--- src/rtl/tomasulo_pkg.sv ---
// Shared types and constants for the multiply/divide reservation station.
package tomasulo_pkg;

    localparam int RS_DEPTH = 3;
    localparam int RS_DW    = 8;
    localparam int RS_TW    = 3;
    localparam int RS_RW    = 4;
    localparam int RS_FW    = 4;
    localparam int RS_IW    = 3;
    localparam int RS_AW    = $clog2(RS_DEPTH + 1);

    localparam logic [RS_FW-1:0] FUNC_MUL = 4'b0010;
    localparam logic [RS_FW-1:0] FUNC_DIV = 4'b0011;

    typedef struct packed {
        logic             valid;
        logic             issued;
        logic [RS_FW-1:0] func;
        logic [RS_RW-1:0] rd;
        logic [RS_TW-1:0] rob;
        logic             v1;
        logic [RS_DW-1:0] d1;
        logic [RS_TW-1:0] q1;
        logic             v2;
        logic [RS_DW-1:0] d2;
        logic [RS_TW-1:0] q2;
        logic [RS_AW-1:0] age;
    } rs_entry_t;

    typedef enum logic {
        ST_IDLE = 1'b0,
        ST_BUSY = 1'b1
    } state_t;

    function automatic logic func_legal(input logic [RS_FW-1:0] f);
        return (f == FUNC_MUL) || (f == FUNC_DIV);
    endfunction

endpackage

--- src/rtl/mul_rs_pick.sv ---
// Combinational selector: returns the eligible entry with the smallest age.
module mul_rs_pick #(
    parameter int DEPTH = 3,
    parameter int AW    = 2,
    parameter int IW    = 3
) (
    input  logic [DEPTH-1:0]         i_elig,
    input  logic [DEPTH-1:0][AW-1:0] i_age,
    output logic                     o_found,
    output logic [IW-1:0]            o_index
);

    logic [AW-1:0] w_best;

    always_comb begin
        o_found = 1'b0;
        o_index = '0;
        w_best  = '1;
        for (int i = 0; i < DEPTH; i++) begin
            if (i_elig[i] && (!o_found || (i_age[i] < w_best))) begin
                o_found = 1'b1;
                o_index = IW'(i);
                w_best  = i_age[i];
            end
        end
    end

endmodule

--- src/rtl/mul_rs_issue.sv ---
// Reservation station and issue controller for the mul/div execution unit.
// Holds dispatched ops, captures CDB operands and issues the oldest ready entry.
module mul_rs_issue
    import tomasulo_pkg::*;
#(
    parameter int DEPTH = RS_DEPTH,
    parameter int DW    = RS_DW,
    parameter int TW    = RS_TW,
    parameter int RW    = RS_RW
) (
    input  logic          clk1,
    input  logic          rst,
    input  logic          flush,
    input  logic          disp_valid,
    output logic          disp_ready,
    input  logic [3:0]    disp_func,
    input  logic [RW-1:0] disp_rd,
    input  logic [TW-1:0] disp_rob,
    input  logic          disp_v1,
    input  logic          disp_v2,
    input  logic [DW-1:0] disp_d1,
    input  logic [DW-1:0] disp_d2,
    input  logic [TW-1:0] disp_q1,
    input  logic [TW-1:0] disp_q2,
    input  logic          cdb_valid,
    input  logic [TW-1:0] cdb_tag,
    input  logic [15:0]   cdb_data,
    output logic          ex_b,
    output logic [2:0]    rs_index,
    output logic [DW-1:0] rs1_data,
    output logic [DW-1:0] rs2_data,
    output logic [3:0]    func,
    output logic [TW-1:0] rob_ind,
    output logic [RW-1:0] rd,
    input  logic          ex_done,
    input  logic [2:0]    ex_done_index,
    output logic          err
);

    localparam int AW = RS_AW;

    rs_entry_t r_ent     [DEPTH];
    rs_entry_t w_ent_nxt [DEPTH];
    rs_entry_t w_sel;
    rs_entry_t w_new;
    state_t    r_state;
    state_t    w_state_nxt;

    logic [DEPTH-1:0]         w_elig;
    logic [DEPTH-1:0][AW-1:0] w_age;
    logic                     w_found;
    logic [2:0]               w_pick;
    logic                     w_any_free;
    logic [2:0]               w_alloc;
    logic [AW-1:0]            w_count;
    logic [AW-1:0]            w_free_age;
    logic                     w_disp_fire;
    logic                     w_disp_ok;
    logic                     w_issue;
    logic                     w_free;
    logic                     w_err_set;
    logic                     w_unused_cdb;

    logic          r_ex_b;
    logic [2:0]    r_rs_index;
    logic [DW-1:0] r_rs1_data;
    logic [DW-1:0] r_rs2_data;
    logic [3:0]    r_func;
    logic [TW-1:0] r_rob_ind;
    logic [RW-1:0] r_rd;
    logic          r_err;

    assign w_unused_cdb = ^cdb_data[15:DW];

    // Occupancy from registered state only; lowest free index wins allocation.
    always_comb begin
        w_any_free = 1'b0;
        w_alloc    = '0;
        w_count    = '0;
        for (int i = DEPTH - 1; i >= 0; i--) begin
            if (r_ent[i].valid) begin
                w_count = w_count + AW'(1);
            end else begin
                w_any_free = 1'b1;
                w_alloc    = 3'(i);
            end
        end
    end

    assign disp_ready  = w_any_free;
    assign w_disp_fire = disp_valid && w_any_free && !flush;
    assign w_disp_ok   = w_disp_fire && func_legal(disp_func);

    always_comb begin
        for (int i = 0; i < DEPTH; i++) begin
            w_elig[i] = r_ent[i].valid && !r_ent[i].issued && r_ent[i].v1 && r_ent[i].v2;
            w_age[i]  = r_ent[i].age;
        end
    end

    mul_rs_pick #(
        .DEPTH (DEPTH),
        .AW    (AW),
        .IW    (3)
    ) u_pick (
        .i_elig  (w_elig),
        .i_age   (w_age),
        .o_found (w_found),
        .o_index (w_pick)
    );

    always_comb begin
        w_sel      = '0;
        w_free_age = '0;
        for (int i = 0; i < DEPTH; i++) begin
            if (3'(i) == w_pick)     w_sel      = r_ent[i];
            if (3'(i) == r_rs_index) w_free_age = r_ent[i].age;
        end
    end

    always_comb begin
        w_state_nxt = r_state;
        w_issue     = 1'b0;
        w_free      = 1'b0;
        w_err_set   = 1'b0;
        if (flush) begin
            w_state_nxt = ST_IDLE;
        end else begin
            case (r_state)
                ST_IDLE: begin
                    if (w_found) begin
                        w_issue     = 1'b1;
                        w_state_nxt = ST_BUSY;
                    end
                    if (ex_done) w_err_set = 1'b1;
                end
                ST_BUSY: begin
                    if (ex_done) begin
                        if (ex_done_index == r_rs_index) begin
                            w_free      = 1'b1;
                            w_state_nxt = ST_IDLE;
                        end else begin
                            w_err_set = 1'b1;
                        end
                    end
                end
                default: w_state_nxt = ST_IDLE;
            endcase
            if (w_disp_fire && !func_legal(disp_func)) w_err_set = 1'b1;
        end
    end

    // A same-cycle free shrinks the population, so the newcomer's age drops too.
    always_comb begin
        w_new       = '0;
        w_new.valid = 1'b1;
        w_new.func  = disp_func;
        w_new.rd    = disp_rd;
        w_new.rob   = disp_rob;
        w_new.v1    = disp_v1;
        w_new.d1    = disp_d1;
        w_new.q1    = disp_q1;
        w_new.v2    = disp_v2;
        w_new.d2    = disp_d2;
        w_new.q2    = disp_q2;
        if (!disp_v1 && cdb_valid && (disp_q1 == cdb_tag)) begin
            w_new.v1 = 1'b1;
            w_new.d1 = cdb_data[DW-1:0];
        end
        if (!disp_v2 && cdb_valid && (disp_q2 == cdb_tag)) begin
            w_new.v2 = 1'b1;
            w_new.d2 = cdb_data[DW-1:0];
        end
        w_new.age = w_free ? (w_count - AW'(1)) : w_count;
    end

    always_comb begin
        for (int i = 0; i < DEPTH; i++) begin
            w_ent_nxt[i] = r_ent[i];
            if (r_ent[i].valid) begin
                if (!r_ent[i].v1 && cdb_valid && (r_ent[i].q1 == cdb_tag)) begin
                    w_ent_nxt[i].v1 = 1'b1;
                    w_ent_nxt[i].d1 = cdb_data[DW-1:0];
                end
                if (!r_ent[i].v2 && cdb_valid && (r_ent[i].q2 == cdb_tag)) begin
                    w_ent_nxt[i].v2 = 1'b1;
                    w_ent_nxt[i].d2 = cdb_data[DW-1:0];
                end
                if (w_issue && (3'(i) == w_pick)) w_ent_nxt[i].issued = 1'b1;
                if (w_free) begin
                    if (3'(i) == r_rs_index) begin
                        w_ent_nxt[i] = '0;
                    end else if (r_ent[i].age > w_free_age) begin
                        w_ent_nxt[i].age = r_ent[i].age - AW'(1);
                    end
                end
            end
            if (w_disp_ok && (3'(i) == w_alloc)) w_ent_nxt[i] = w_new;
            if (flush) w_ent_nxt[i] = '0;
        end
    end

    always_ff @(posedge clk1 or posedge rst) begin
        if (rst) begin
            for (int i = 0; i < DEPTH; i++) r_ent[i] <= '0;
        end else begin
            for (int i = 0; i < DEPTH; i++) r_ent[i] <= w_ent_nxt[i];
        end
    end

    always_ff @(posedge clk1 or posedge rst) begin
        if (rst) r_state <= ST_IDLE;
        else     r_state <= w_state_nxt;
    end

    always_ff @(posedge clk1 or posedge rst) begin
        if (rst) begin
            r_ex_b     <= 1'b0;
            r_rs_index <= '0;
            r_rs1_data <= '0;
            r_rs2_data <= '0;
            r_func     <= '0;
            r_rob_ind  <= '0;
            r_rd       <= '0;
            r_err      <= 1'b0;
        end else begin
            r_ex_b <= w_issue;
            if (w_issue) begin
                r_rs_index <= w_pick;
                r_rs1_data <= w_sel.d1;
                r_rs2_data <= w_sel.d2;
                r_func     <= w_sel.func;
                r_rob_ind  <= w_sel.rob;
                r_rd       <= w_sel.rd;
            end
            if (w_err_set) r_err <= 1'b1;
        end
    end

    assign ex_b     = r_ex_b;
    assign rs_index = r_rs_index;
    assign rs1_data = r_rs1_data;
    assign rs2_data = r_rs2_data;
    assign func     = r_func;
    assign rob_ind  = r_rob_ind;
    assign rd       = r_rd;
    assign err      = r_err;

endmodule
--- config.mk ---
export PLATFORM = sky130hd
export DESIGN_NAME = mul_rs_issue
export DESIGN_NICKNAME = d
export VERILOG_FILES = /design/src/rtl/tomasulo_pkg.sv /design/src/rtl/mul_rs_pick.sv /design/src/rtl/mul_rs_issue.sv
export SDC_FILE = /design/constraint.sdc
export NUM_CORES = 1
export LEC_CHECK = 0
export CORE_MARGIN = 2
export CORE_UTILIZATION = 58
export CTS_BUF_LIST = sky130_fd_sc_hd__clkbuf_4
export DETAILED_ROUTE_END_ITERATION = 7
export GPL_TIMING_DRIVEN = 1
export PLACE_DENSITY = 0.9
export SYNTH_ARGS = -nofsm -noshare
export SYNTH_HDL_FRONTEND = slang
export SYNTH_SLANG_ARGS = --single-unit
--- constraint.sdc ---
create_clock -name clk1 -period 6.5 [get_ports clk1]
set_clock_uncertainty 0.05 [all_clocks]
set_input_delay 0.65 -clock clk1 [delete_from_list [all_inputs] [get_ports clk1]]
set_output_delay 0.65 -clock clk1 [all_outputs]
set_load 0.01 [all_outputs]
==> impl_metrics.tcl <==
set metrics [dict create \
    hpwl_mm 15.0 \
    clock_sinks 149 \
    synth_area_leader_cell "dfrtp_1" \
    antenna_found_initial 1 \
    slew_headroom_pct 26.7 \
    synth_edf_count 0 \
    die_y_um 122 \
    clock.fmax_ghz 0.290 \
    fin_crit_sh_pct 53.0 \
    drv_slew 0 \
    clk_pin_slew_ns 0.14 \
    die_area_um2 14900 \
    layout.nets 969 \
    vias_per_cell 6.80 \
    synth_common_cells "dfrtp_1 (149), o21ai_0 (94), a21oi_1 (76), nor2_1 (62), nand2_1 (61)" \
    status "finished, violations left" \
    grt_pass1_vias 7325 \
    firstDrtPassIters 8 \
    tightest_slew_ns 1.09 \
    grt_util_all_layers_pct 31.7 \
    syn_avg_cell_area_um2 9.72 \
    cts_buffers 17 \
    io_pins 96 \
    synth_cell_types 76 \
    die_w_um 122 \
    vdd.ir_drop.worst_mv 0.105 \
    cts-hold-fix-buffers 0 \
    cts_setup_buffers 0 \
    grt_pass1_wl_mm 36.6 \
    drt-total-wl_mm 23.0 \
    pwr_density_cell_nw_per_um2 189 \
    async_flop_share_pct 100 \
    ys_warn_count 0 \
    vias 7407 \
    grt_start_max_net_pins 88 \
    ctsResizeCount 0 \
    syn_area_um2 8080 \
    htree_levels 4 \
    synth_top_area_share_pct 46.1 \
    overflow 0 \
    route.detailed.drc 1 \
    max-cap-violations 0 \
    rows 43 \
    fin_crit_ns 3.45 \
    setup_slack_ns 3.05 \
    clkLatencyLatePin_ns 0.55 \
    final.setup.tns_ns 0 \
    dp_slack_ns 2.83 \
    design.core.area_um2 13700 \
    synth_nets 904 \
    cp_max_fo 25 \
    hold_viol_final 0 \
    area_growth_pct 15.7 \
    fillers 1014 \
    setup_violations 0 \
    drive_gt1_share_pct 9.58 \
    grt_setup_unrepaired "false" \
    ys.flop_type "dfrtp_1" \
    synth_seq_cells 149 \
    yosysMostFrequentCell "dfrtp_1" \
    hold_path.class "flip-flop to flip-flop" \
    violations "design-rule violations" \
    worst_setup_path_start_kind "flip-flop" \
    cp.required_ns 6.92 \
    gp_congestion 0.976 \
    cts_tree "yes" \
    start_util_pct 58.9 \
    p_leak_nw 4.19 \
    syn_inst 831 \
    yosysSeqAreaShare_pct 46.1 \
    routedWlPerCell_um 21.2 \
    cts_buffer_depth 2 \
    drtAntennaViolNets 0 \
    drt_iter0_drc 1229 \
    arrival_ns 3.87 \
    numPortBuffers 86 \
    end_kind "flip-flop" \
    synthTopCellsByArea "dfrtp_1 (46%), o21ai_0 (5.8%), a21oi_1 (4.7%)" \
    root_buffer "clkbuf_4" \
    worstSetupPathType "flip-flop to flip-flop" \
]
[through the flow]
| stage | hold WS (ns) | cell area (um2) | utilization, % | cells | power (mW) |
|---|---|---|---|---|---|
| final | 0.440 | 9350 | 68.2 | 1089 | 1.77 |
| after detailed placement | 0.405 | 9020 | 65.8 | 1057 | 1.12 |
| after global routing | 0.454 | 9350 | 68.2 | 1089 | 1.82 |
| after global placement | 0.408 | 9020 | 65.8 | 1057 | 1.12 |
| after floorplan | 0.397 | 8080 | - | 831 | 1.05 |
| after CTS | 0.441 | 9350 | 68.2 | 1088 | 1.77 |
[layer usage]
metal / track usage (%) / share of wire (%) / vias to the layer above
met2: 48.6 / 45 / 547
met5: 0 / 0 / -
met3: 6.65 / 11 / 124
met1: 42.4 / 39 / 3539
met4: 16.9 / 4.9 / 0
li1: - / - / 3197
[layout by cell type (no fill, tap or decap), types with 9 or more instances in the layout]
| cell | instances |
|---|---|
| o221ai_1 | 12 |
| mux2i_1 | 19 |
| o22ai_1 | 13 |
| xor2_1 | 10 |
| nor2b_1 | 29 |
| xnor2_1 | 20 |
| inv_1 | 12 |
| nand2_1 | 61 |
| nor2_1 | 62 |
| buf_4 | 10 |
| dfrtp_1 | 149 |
| a21oi_1 | 76 |
| nor3_1 | 9 |
| mux2_2 | 23 |
| o21ai_0 | 94 |
| o21ai_1 | 11 |
| ha_1 | 10 |
| clkbuf_4 | 17 |
| clkdlybuf4s50_1 | 85 |
| a22o_1 | 43 |
[state kept, by name (all words and copies together), names as in the netlist]
register,flops
rs1_data,8
err,1
rob_ind,3
ex_b,1
rd,4
rs2_data,8
r_state,1
func,4
rs_index,2
r_ent,117
[kinds of logic after synthesis]
logic type               synth area share, %
AO/OA/AOI/OAI                           25.5
XOR/XNOR                                3.25
multiplexers                            5.56
buffers and inverters                   3.70
AND/OR/NAND/NOR                         14.2
other                                 0.0464
flip-flops                              46.1
adder cells (fa/ha/maj)                 1.55
[final cells by class]
| type | count | area [um2] | share of cell area [%] |
|---|---|---|---|
| clock inverters | 14 | 200 | 2.14 |
| repair buffers | 96 | 931 | 9.95 |
| inverters | 14 | 57.6 | 0.615 |
| well taps | 180 | 225 | 2.41 |
| multi-input cells | 618 | 4080 | 43.6 |
| flip-flops and latches | 149 | 3730 | 39.9 |
| clock buffers | 17 | 128 | 1.36 |
| diodes | 1 | 2.50 | 0.0268 |
[worst max-delay path, stage by stage, from the launching register on]
cell	delay, ns
dfrtp_1	0.60
ha_1	0.37
a21bo_2	0.31
nor4_4	0.59
buf_4	0.43
nor3_1	0.14
buf_4	0.23
a21oi_1	0.41
nor2_1	0.08
a21oi_1	0.14
[final timing paths]
path / end / slack [ns] / depth (start not counted) / from
min in group asynchronous: rs2_data[1]$_DFFE_PP0P_ / 0.54 / 2 / rst
max in group asynchronous: r_ent[52]$_DFFE_PP0P_ / 4.53 / 3 / rst
worst min-delay path: err$_DFFE_PP0P_ / 0.44 / 1 / err$_DFFE_PP0P_
worst max register to register: r_ent[20]$_DFFE_PP0P_ / 3.05 / 9 / r_ent[77]$_DFF_PP0_
worst min register to register: err$_DFFE_PP0P_ / 0.44 / 1 / err$_DFFE_PP0P_
worst max-delay path: r_ent[20]$_DFFE_PP0P_ / 3.05 / 9 / r_ent[77]$_DFF_PP0_
[power by group]
part           total, mW  internal (mW)  switching (mW)  leakage (nW)
Combinational      0.164         0.0630           0.101          1.94
Clock              0.666          0.309           0.357         0.177
Sequential         0.941          0.933         0.00712          2.07
(Power assumes the default switching activity.)
